$ cat config.mk
export PLATFORM = sky130hd
export DESIGN_NAME = aud_dac_player_flat
export DESIGN_NICKNAME = d
export VERILOG_FILES = /design/src/rtl/aud_dac_player_if.sv /design/src/rtl/aud_dac_player.sv /design/src/flat_wrapper.sv
export SDC_FILE = /design/constraint.sdc
export NUM_CORES = 1
export LEC_CHECK = 0
export CAP_MARGIN = 20
export CELL_PAD_IN_SITES_DETAIL_PLACEMENT = 0
export CELL_PAD_IN_SITES_GLOBAL_PLACEMENT = 1
export CORE_ASPECT_RATIO = 1.75
export CORE_MARGIN = 3
export CORE_UTILIZATION = 48
export CTS_BUF_LIST = sky130_fd_sc_hd__clkbuf_8 sky130_fd_sc_hd__clkbuf_16
export DETAILED_ROUTE_END_ITERATION = 8
export PLACE_DENSITY = 0.86
export SLEW_MARGIN = 15
export SYNTH_ARGS = -nofsm -noshare
export SYNTH_HDL_FRONTEND = slang
export SYNTH_SLANG_ARGS = --single-unit
$ cat constraint.sdc
create_clock -name i_clk -period 3.12 [get_ports i_clk]
set_clock_uncertainty 0.05 [all_clocks]
set_input_delay 0.78 -clock i_clk [delete_from_list [all_inputs] [get_ports i_clk]]
set_output_delay 0.78 -clock i_clk [all_outputs]
set_load 0.02 [all_outputs]
$ cat src/rtl/aud_dac_player_if.sv
// Sample handshake between the upstream PCM source and aud_dac_player.
interface aud_dac_player_if #(
    parameter int DATA_W = 16
) ();
    logic              i_sample_valid;
    logic [DATA_W-1:0] i_sample;
    logic              o_sample_ready;

    modport master (output i_sample_valid, output i_sample, input o_sample_ready);
    modport slave  (input i_sample_valid, input i_sample, output o_sample_ready);
endinterface

$ cat src/rtl/aud_dac_player.sv
// I2S playback: FIFO-buffered PCM samples shifted MSB-first onto DACDAT in the left slot.
// Optional AUD_STEREO_DUP_EN repeats each popped sample in the right slot.
module aud_dac_player #(
    parameter int DATA_W     = 16,
    parameter int FIFO_DEPTH = 4,
    parameter int CNT_W      = 8
) (
    input  logic                          i_clk,
    input  logic                          i_rst_n,
    input  logic                          i_daclrc,
    input  logic                          i_en,
    input  logic                          i_flush,
    aud_dac_player_if.slave               smp,
    output logic                          o_aud_dacdat,
    output logic [$clog2(FIFO_DEPTH):0]   o_fifo_level,
    output logic                          o_underflow,
    output logic [CNT_W-1:0]              o_underflow_cnt
);
    localparam int AW    = $clog2(FIFO_DEPTH);
    localparam int LVL_W = AW + 1;
    localparam int BC_W  = $clog2(DATA_W);
    localparam logic [LVL_W-1:0] FULL_LVL = LVL_W'(FIFO_DEPTH);
    localparam logic [BC_W-1:0]  LAST_BIT = BC_W'(DATA_W - 1);

    typedef enum logic [1:0] {S_IDLE, S_WAIT, S_SHIFT} state_t;

    state_t            state_q, state_d;
    logic [DATA_W-1:0] mem_q [FIFO_DEPTH];
    logic [DATA_W-1:0] mem_d [FIFO_DEPTH];
    logic [AW-1:0]     wr_ptr_q, wr_ptr_d, rd_ptr_q, rd_ptr_d;
    logic [LVL_W-1:0]  level_q, level_d;
    logic              lrc_prev_q, lrc_prev_d;
    logic [DATA_W-1:0] shreg_q, shreg_d;
    logic [BC_W-1:0]   bitcnt_q, bitcnt_d;
    logic              dacdat_q, dacdat_d;
    logic              underflow_q, underflow_d;
    logic [CNT_W-1:0]  ucnt_q, ucnt_d;
`ifdef AUD_STEREO_DUP_EN
    logic [DATA_W-1:0] held_q, held_d;
    logic              held_vld_q, held_vld_d;
`endif

    logic              fifo_empty, ready, push, pop, left_edge, right_edge;
    logic [DATA_W-1:0] head;

    assign fifo_empty = (level_q == '0);
    assign ready      = (level_q != FULL_LVL);
    assign push       = smp.i_sample_valid & ready & ~i_flush;
    assign head       = mem_q[rd_ptr_q];
    assign left_edge  = lrc_prev_q & ~i_daclrc;
    assign right_edge = ~lrc_prev_q & i_daclrc;
    assign lrc_prev_d = i_daclrc;

    // Flush wins over push/pop pointer updates; a pop in the flush cycle still hands the head to the shifter.
    always_comb begin
        mem_d = mem_q;
        if (push) mem_d[wr_ptr_q] = smp.i_sample;
        wr_ptr_d = wr_ptr_q + AW'(push);
        rd_ptr_d = rd_ptr_q + AW'(pop);
        level_d  = level_q + LVL_W'(push) - LVL_W'(pop);
        if (i_flush) begin
            wr_ptr_d = '0;
            rd_ptr_d = '0;
            level_d  = '0;
        end
    end

    always_comb begin
        state_d     = state_q;
        shreg_d     = shreg_q;
        bitcnt_d    = bitcnt_q;
        dacdat_d    = 1'b0;
        underflow_d = 1'b0;
        ucnt_d      = ucnt_q;
        pop         = 1'b0;
`ifdef AUD_STEREO_DUP_EN
        held_d      = held_q;
        held_vld_d  = held_vld_q;
`endif
        if (!i_en) begin
            state_d = S_IDLE;
`ifdef AUD_STEREO_DUP_EN
            held_vld_d = 1'b0;
`endif
        end else if (state_q == S_IDLE) begin
            state_d = S_WAIT;
        end else begin
            if (state_q == S_SHIFT) begin
                if (bitcnt_q != '0) begin
                    dacdat_d = shreg_q[DATA_W-1];
                    shreg_d  = shreg_q << 1;
                    bitcnt_d = bitcnt_q - 1'b1;
                end else begin
                    state_d = S_WAIT;
                end
            end
            // A frame edge overrides any word still shifting (short frame restart).
            if (left_edge) begin
                if (!fifo_empty) begin
                    pop      = 1'b1;
                    dacdat_d = head[DATA_W-1];
                    shreg_d  = head << 1;
                    bitcnt_d = LAST_BIT;
                    state_d  = S_SHIFT;
`ifdef AUD_STEREO_DUP_EN
                    held_d     = head;
                    held_vld_d = 1'b1;
`endif
                end else begin
                    underflow_d = 1'b1;
                    if (ucnt_q != '1) ucnt_d = ucnt_q + 1'b1;
                    dacdat_d = 1'b0;
                    state_d  = S_WAIT;
`ifdef AUD_STEREO_DUP_EN
                    held_vld_d = 1'b0;
`endif
                end
            end
`ifdef AUD_STEREO_DUP_EN
            else if (right_edge) begin
                if (held_vld_q) begin
                    dacdat_d   = held_q[DATA_W-1];
                    shreg_d    = held_q << 1;
                    bitcnt_d   = LAST_BIT;
                    state_d    = S_SHIFT;
                    held_vld_d = 1'b0;
                end else begin
                    dacdat_d = 1'b0;
                    state_d  = S_WAIT;
                end
            end
`endif
        end
    end

    always_ff @(posedge i_clk or negedge i_rst_n) begin
        if (!i_rst_n) begin
            state_q     <= S_IDLE;
            mem_q       <= '{default: '0};
            wr_ptr_q    <= '0;
            rd_ptr_q    <= '0;
            level_q     <= '0;
            lrc_prev_q  <= 1'b1;
            shreg_q     <= '0;
            bitcnt_q    <= '0;
            dacdat_q    <= 1'b0;
            underflow_q <= 1'b0;
            ucnt_q      <= '0;
`ifdef AUD_STEREO_DUP_EN
            held_q      <= '0;
            held_vld_q  <= 1'b0;
`endif
        end else begin
            state_q     <= state_d;
            mem_q       <= mem_d;
            wr_ptr_q    <= wr_ptr_d;
            rd_ptr_q    <= rd_ptr_d;
            level_q     <= level_d;
            lrc_prev_q  <= lrc_prev_d;
            shreg_q     <= shreg_d;
            bitcnt_q    <= bitcnt_d;
            dacdat_q    <= dacdat_d;
            underflow_q <= underflow_d;
            ucnt_q      <= ucnt_d;
`ifdef AUD_STEREO_DUP_EN
            held_q      <= held_d;
            held_vld_q  <= held_vld_d;
`endif
        end
    end

    assign smp.o_sample_ready = ready;
    assign o_aud_dacdat       = dacdat_q;
    assign o_fifo_level       = level_q;
    assign o_underflow        = underflow_q;
    assign o_underflow_cnt    = ucnt_q;
endmodule

$ cat src/flat_wrapper.sv
// flat-port wrapper written by rule: the top's interface ports become plain ports
module aud_dac_player_flat 
#(
    parameter int DATA_W     = 16,
    parameter int FIFO_DEPTH = 4,
    parameter int CNT_W      = 8
)
  (i_clk, i_rst_n, i_daclrc, i_en, i_flush, o_aud_dacdat, o_fifo_level, o_underflow, o_underflow_cnt, smp_i_sample_valid, smp_i_sample, smp_o_sample_ready);
  aud_dac_player_if #(.DATA_W(DATA_W)) smp_i ();
  input  logic i_clk;
  input  logic i_rst_n;
  input  logic i_daclrc;
  input  logic i_en;
  input  logic i_flush;
  output logic o_aud_dacdat;
  output logic [$clog2(FIFO_DEPTH):0] o_fifo_level;
  output logic o_underflow;
  output logic [CNT_W-1:0] o_underflow_cnt;
  input wire logic [$bits(smp_i.i_sample_valid)-1:0] smp_i_sample_valid;
  input wire logic [$bits(smp_i.i_sample)-1:0] smp_i_sample;
  output wire logic [$bits(smp_i.o_sample_ready)-1:0] smp_o_sample_ready;
  assign smp_i.i_sample_valid = smp_i_sample_valid;
  assign smp_i.i_sample = smp_i_sample;
  assign smp_o_sample_ready = smp_i.o_sample_ready;
  aud_dac_player #(.DATA_W(DATA_W), .FIFO_DEPTH(FIFO_DEPTH), .CNT_W(CNT_W)) u_core (.i_clk(i_clk), .i_rst_n(i_rst_n), .i_daclrc(i_daclrc), .i_en(i_en), .i_flush(i_flush), .smp(smp_i), .o_aud_dacdat(o_aud_dacdat), .o_fifo_level(o_fifo_level), .o_underflow(o_underflow), .o_underflow_cnt(o_underflow_cnt));
endmodule
=== After elaboration in Yosys (flattened, before gate mapping) ===
Cells that the tools add are included.
W data, S select, Z words.

* Bits in registers: 104
* Input bits: 22
* Word-level logic and storage cells: 80

* Add/subtract/negate cells: 6
* Magnitude comparators: 3
* Eq/ne operators: 5
* Muxes and demuxes: 37
* Bitwise gates (word level): 8
* Reduce and logical (&&, ||, !) cells: 7

{| class="wikitable"
|+ Operators with widths
! operator !! count
|-
| $mux W16 || 7
|-
| $bwmux W64 || 1
|-
| $bmux W16 S2 || 1
|-
| $demux W16 S2 || 1
|-
| $mux W2 || 8
|-
| $mux W4 || 4
|-
| $mux W1 || 14
|-
| $add A8 B1 Y8 const B || 1
|-
| $ne A8 B8 Y1 const B || 1
|-
| $ge A3 B3 Y1 const B || 2
|-
| $not A2 Y3 || 2
|-
| $reduce_and A5 Y1 || 1
|-
| $add A2 B1 Y2 || 2
|-
| $ne A4 B1 Y1 const B || 1
|-
| $ne A4 B2 Y1 const B || 1
|-
| $reduce_and A2 Y1 || 2
|-
| $reduce_bool A4 Y1 || 1
|-
| $sub A4 B1 Y4 const B || 1
|-
| $add A3 B1 Y3 || 1
|-
| $and A1 B1 Y1 || 3
|-
| $logic_not A3 Y1 || 1
|-
| $lt A3 B1 Y1 const B || 1
|-
| $mux W3 || 1
|-
| $ne A3 B3 Y1 const B || 1
|-
| other kinds (5) || 7
|}

=== Logic depth before layout (Yosys ltp) ===
* Depth in word-level cells: 8
* Mapped depth: 11

=== Worst setup path before layout ===
No wires, ideal clock.

* Kind: input -> register
* Start: input i_daclrc
* End: register u_core.level_q[2], in the netlist u_core.o_fifo_level[2]
* Arrival time: 2617 ps
* Path slack: 334 ps
* Stages: 11
* Path buffers: 3
* Path through: nand2b_1 > clkbuf_4 > or3_1 > buf_2 > buf_4 > xnor2_1 > ha_1 > inv_1 > fa_1 > xnor2_1 > nor2_1

* Word-level cells in the longest chain between the ends: 7

{| class="wikitable"
|+ RTL lines
! what !! line !! RTL
|-
| start, declared || flat_wrapper.sv:12 || <nowiki>input logic i_daclrc;</nowiki>
|-
| $not A1 Y1 || aud_dac_player.sv:50 || <nowiki>assign left_edge = lrc_prev_q & ~i_daclrc;</nowiki>
|-
| $and A1 B1 Y1 || aud_dac_player.sv:50 ||
|-
| $mux W1 || aud_dac_player.sv:98 || <nowiki>if (left_edge) begin</nowiki>
|-
| $mux W1 || aud_dac_player.sv:85 || <nowiki>end else if (state_q == S_IDLE) begin</nowiki>
|-
| $mux W1 || aud_dac_player.sv:80 || <nowiki>if (!i_en) begin</nowiki>
|-
| $sub A3 B1 Y3 || aud_dac_player.sv:60 || <nowiki>level_d = level_q + LVL_W'(push) - LVL_W'(pop);</nowiki>
|-
| $mux W3 || aud_dac_player.sv:61 || <nowiki>if (i_flush) begin</nowiki>
|-
| named net u_core.level_d[2] || aud_dac_player.sv:31 || <nowiki>logic [LVL_W-1:0] level_q, level_d;</nowiki>
|-
| end signal, assigned || aud_dac_player.sv:158 || <nowiki>level_q <= level_d;</nowiki>
|-
| end, declared || aud_dac_player.sv:31 ||
|}

The timed path passes the listed nets, and every way through them passes these cells.
A chain may end at the register's enable or synchronous reset.

=== Final worst setup path ===
* Start: register u_core.level_q[0], in the netlist u_core.o_fifo_level[0]
* End: output smp_o_sample_ready

* Word-level cells in the longest chain between the ends: 1

{| class="wikitable"
|+ RTL lines
! what !! line !! RTL
|-
| $ne A3 B3 Y1 || aud_dac_player.sv:47 || <nowiki>assign ready = (level_q != FULL_LVL);</nowiki>
|-
| end, declared || flat_wrapper.sv:21 || <nowiki>output wire logic [$bits(smp_i.o_sample_ready)-1:0] smp_o_sample_ready;</nowiki>
|}

Every way passes these cells.

==> impl_metrics.json <==
{
  "met1_usage_pct": 21.9,
  "min_period_ns": 2.61,
  "setup.worst_path.start_class": "flop",
  "wire_per_inst_um": 17.4,
  "wl_mm": 8.83,
  "cts_sinks": 104,
  "cp_max_fo": 6,
  "hold_class": "input port to async pin",
  "clk-insertion-delay-late_ns": 0.34,
  "async_flop_share_pct": 100,
  "grt_use_met2_pct": 32.0,
  "portBuffers": 35,
  "ant_nets": 0,
  "cp.arrival_ns": 1.78,
  "synth_commonest_cells": "dfrtp_1 (103), mux2_2 (63), nor2_1 (39)",
  "fmaxAchievable_mhz": 384,
  "dp_hpwl_mm": 6.02,
  "synth_area_leader_cell": "dfrtp_1",
  "slowest_stage": "clkdlybuf4s50_1",
  "power.share.sequential_pct": 50.4,
  "setup_viol": 0,
  "ys_types": 50,
  "whs_ns": 0.429,
  "grt_use_met3_pct": 3.95,
  "p_leak_nw": 2.39,
  "cts_setup_buffers": 0,
  "synth_top_area_share_pct": 55.1,
  "slew_headroom_pct": 42.6,
  "p_int_mw": 2.94,
  "initial_core_util_pct": 49.5,
  "gp_congestion": 0.738,
  "viasPerCell": 5.53,
  "io_pins": 36,
  "critPathBufInv": 1,
  "top_usage_layer": "met2",
  "fin_ws_ns": 0.514,
  "synth_area_per_cell_um2": 14.0,
  "cts.clk_slew.worst_paths_ns": 0.07,
  "h-tree-depth": 3,
  "nets": 408,
  "die_w_um": 80.7,
  "grt_max_degree": 56,
  "cap_viol_max_count": 0,
  "cp_cell_sequence": "or3b_4, clkdlybuf4s50_1",
  "drt_iter0_drc": 106,
  "cts_tree": "built",
  "dieArea_um2": 11000,
  "period_share_pct": 83.5,
  "dp_cells": 491,
  "drt-pass1-iter-count": 4,
  "ir_drop_v": 0.000431,
  "cp.required_ns": 2.29,
  "die_h_um": 137,
  "clock_power_share_pct": 27.2,
  "p_sw_mw": 1.10,
  "slew_violations": 0,
  "tns_ns": 0,
  "cts_resized": 0,
  "diodes": 0,
  "design_area_um2": 5480,
  "vias": 2796,
  "synth_edf_count": 0,
  "final_cells": 506,
  "synth_area_leaders": "dfrtp_1 (55%), mux2_2 (15%), mux4_2 (7.7%)",
  "gr-usage-all-layers_pct": 18.2,
  "ys_ff_latch": 104,
  "status": "finished, final reports clean",
  "swShare_pct": 27.2,
  "worstSetupPathType": "flop to output port",
  "grt_setup_unrepaired": "false",
  "fp-row-count": 47,
  "synthesis.area_um2": 4680,
  "final_core_util_pct": 57.9,
  "synth_cells": 334,
  "area_delta_synth_final_pct": 17.0,
  "first_global_vias": 3007,
  "synth_ff_type": "dfrtp_1",
  "root_buffer": "clkbuf_16",
  "yosysMostFrequentCell": "dfrtp_1",
  "ctsHoldBuffers": 0,
  "ys_warn_count": 0,
  "comb_power_share_pct": 22.5,
  "remaining_drc_errors": 0,
  "crit_path_end_kind": "output port",
  "p_per_area_nw_per_um2": 736,
  "ys_seq_area_share_pct": 55.6,
  "power_mw": 4.03,
  "slowest_delay_ns": 0.55,
  "pre_cts_slack_ns": 0.192,
  "grt_pass1_wl_mm": 15.1,
  "tightest_slew_ns": 0.860,
  "grt_overflow": 0,
  "clockBufferDepth": 2,
  "core_area_um2": 9470,
  "placedInstanceArea_um2": 5190,
  "drive_gt1_share_pct": 31.5,
  "path_delay_family": "buffers and inverters",
  "hold_viol_final": 0,
  "fillers": 767,
  "numCtsBuffers": 9,
  "antenna_found_initial": 0,
  "syn_nets": 362
}
power groups by stage:
stage | combinational (mW) | clock, mW | sequential [mW]
2_1_floorplan | 0.647 | 0 | 2.00
3_3_place_gp | 0.875 | 0 | 2.01
3_5_place_dp | 0.919 | 0 | 2.05
4_1_cts | 0.926 | 1.13 | 2.03
5_1_grt | 1.01 | 1.19 | 2.08
6_report | 0.906 | 1.10 | 2.03
final cells by class:
| cell class | instances | area [µm²] | share of cell area, % |
|---|---|---|---|
| Sequential cell | 104 | 2600 | 47.5 |
| Multi-Input combinational cell | 208 | 1950 | 35.6 |
| Timing Repair Buffer | 49 | 453 | 8.27 |
| Clock buffer | 10 | 239 | 4.36 |
| Tap cell | 122 | 153 | 2.79 |
| Clock inverter | 5 | 50.0 | 0.914 |
| Inverter | 8 | 30.0 | 0.548 |
placed cells by master, fill, tap and decap left out, types with 3 or more instances in the layout:
master,synthesis,layout
dfrtp_1,103,103
ha_1,5,5
o22ai_1,14,14
a21oi_1,6,6
nor2b_1,5,5
inv_1,6,8
and3_1,3,3
nand3_1,4,4
clkdlybuf4s50_1,0,34
nand2_1,6,6
buf_4,2,15
clkbuf_16,0,9
nor2_1,39,39
mux2_2,63,63
mux4_2,16,16
nand4_1,3,3
xnor2_1,9,9
state kept, by name (all words and copies together) (netlist names):
register	count
u_core.bitcnt_q	4
u_core.lrc_prev_q	1
u_core.mem_q	64
u_core.o_aud_dacdat	1
u_core.o_fifo_level	3
u_core.o_underflow	1
u_core.o_underflow_cnt	8
u_core.rd_ptr_q	2
u_core.shreg_q	16
u_core.state_q	2
u_core.wr_ptr_q	2
routing by layer:
| layer | part of all wire [%] | vias up |
|---|---|---|
| met5 | 0 | - |
| met4 | 1.4 | 0 |
| met3 | 3.0 | 8 |
| met2 | 54 | 39 |
| met1 | 41 | 1454 |
| li1 | - | 1295 |
logic make-up (layout without fill, tap and decap cells):
logic type,after synthesis,count (layout),synth area share [%]
buf+inv,22,72,2.75
simple gates,80,80,9.89
fa+ha+maj,6,6,1.76
flops,104,104,55.6
xor+xnor,10,10,1.87
compound gates,29,29,4.25
mux,83,83,23.9
path summary, 6_finish.rpt:
path	startpoint	endpoint	slack [ns]	cells past startpoint
setup / recovery	u_core.o_fifo_level[0]	smp_o_sample_ready	0.51	2
hold / removal	i_rst_n	u_core.mem_q[10]	0.43	1
setup reg to reg	u_core.o_fifo_level[1]	u_core.o_fifo_level[2]	0.79	7
hold reg to reg	u_core.bitcnt_q[0]	u_core.bitcnt_q[0]	0.44	1
max in group asynchronous	i_rst_n	u_core.o_fifo_level[2]	1.84	2
min in group i_clk	u_core.bitcnt_q[0]	u_core.bitcnt_q[0]	0.44	1
Power figures use the tool's default switching activity.
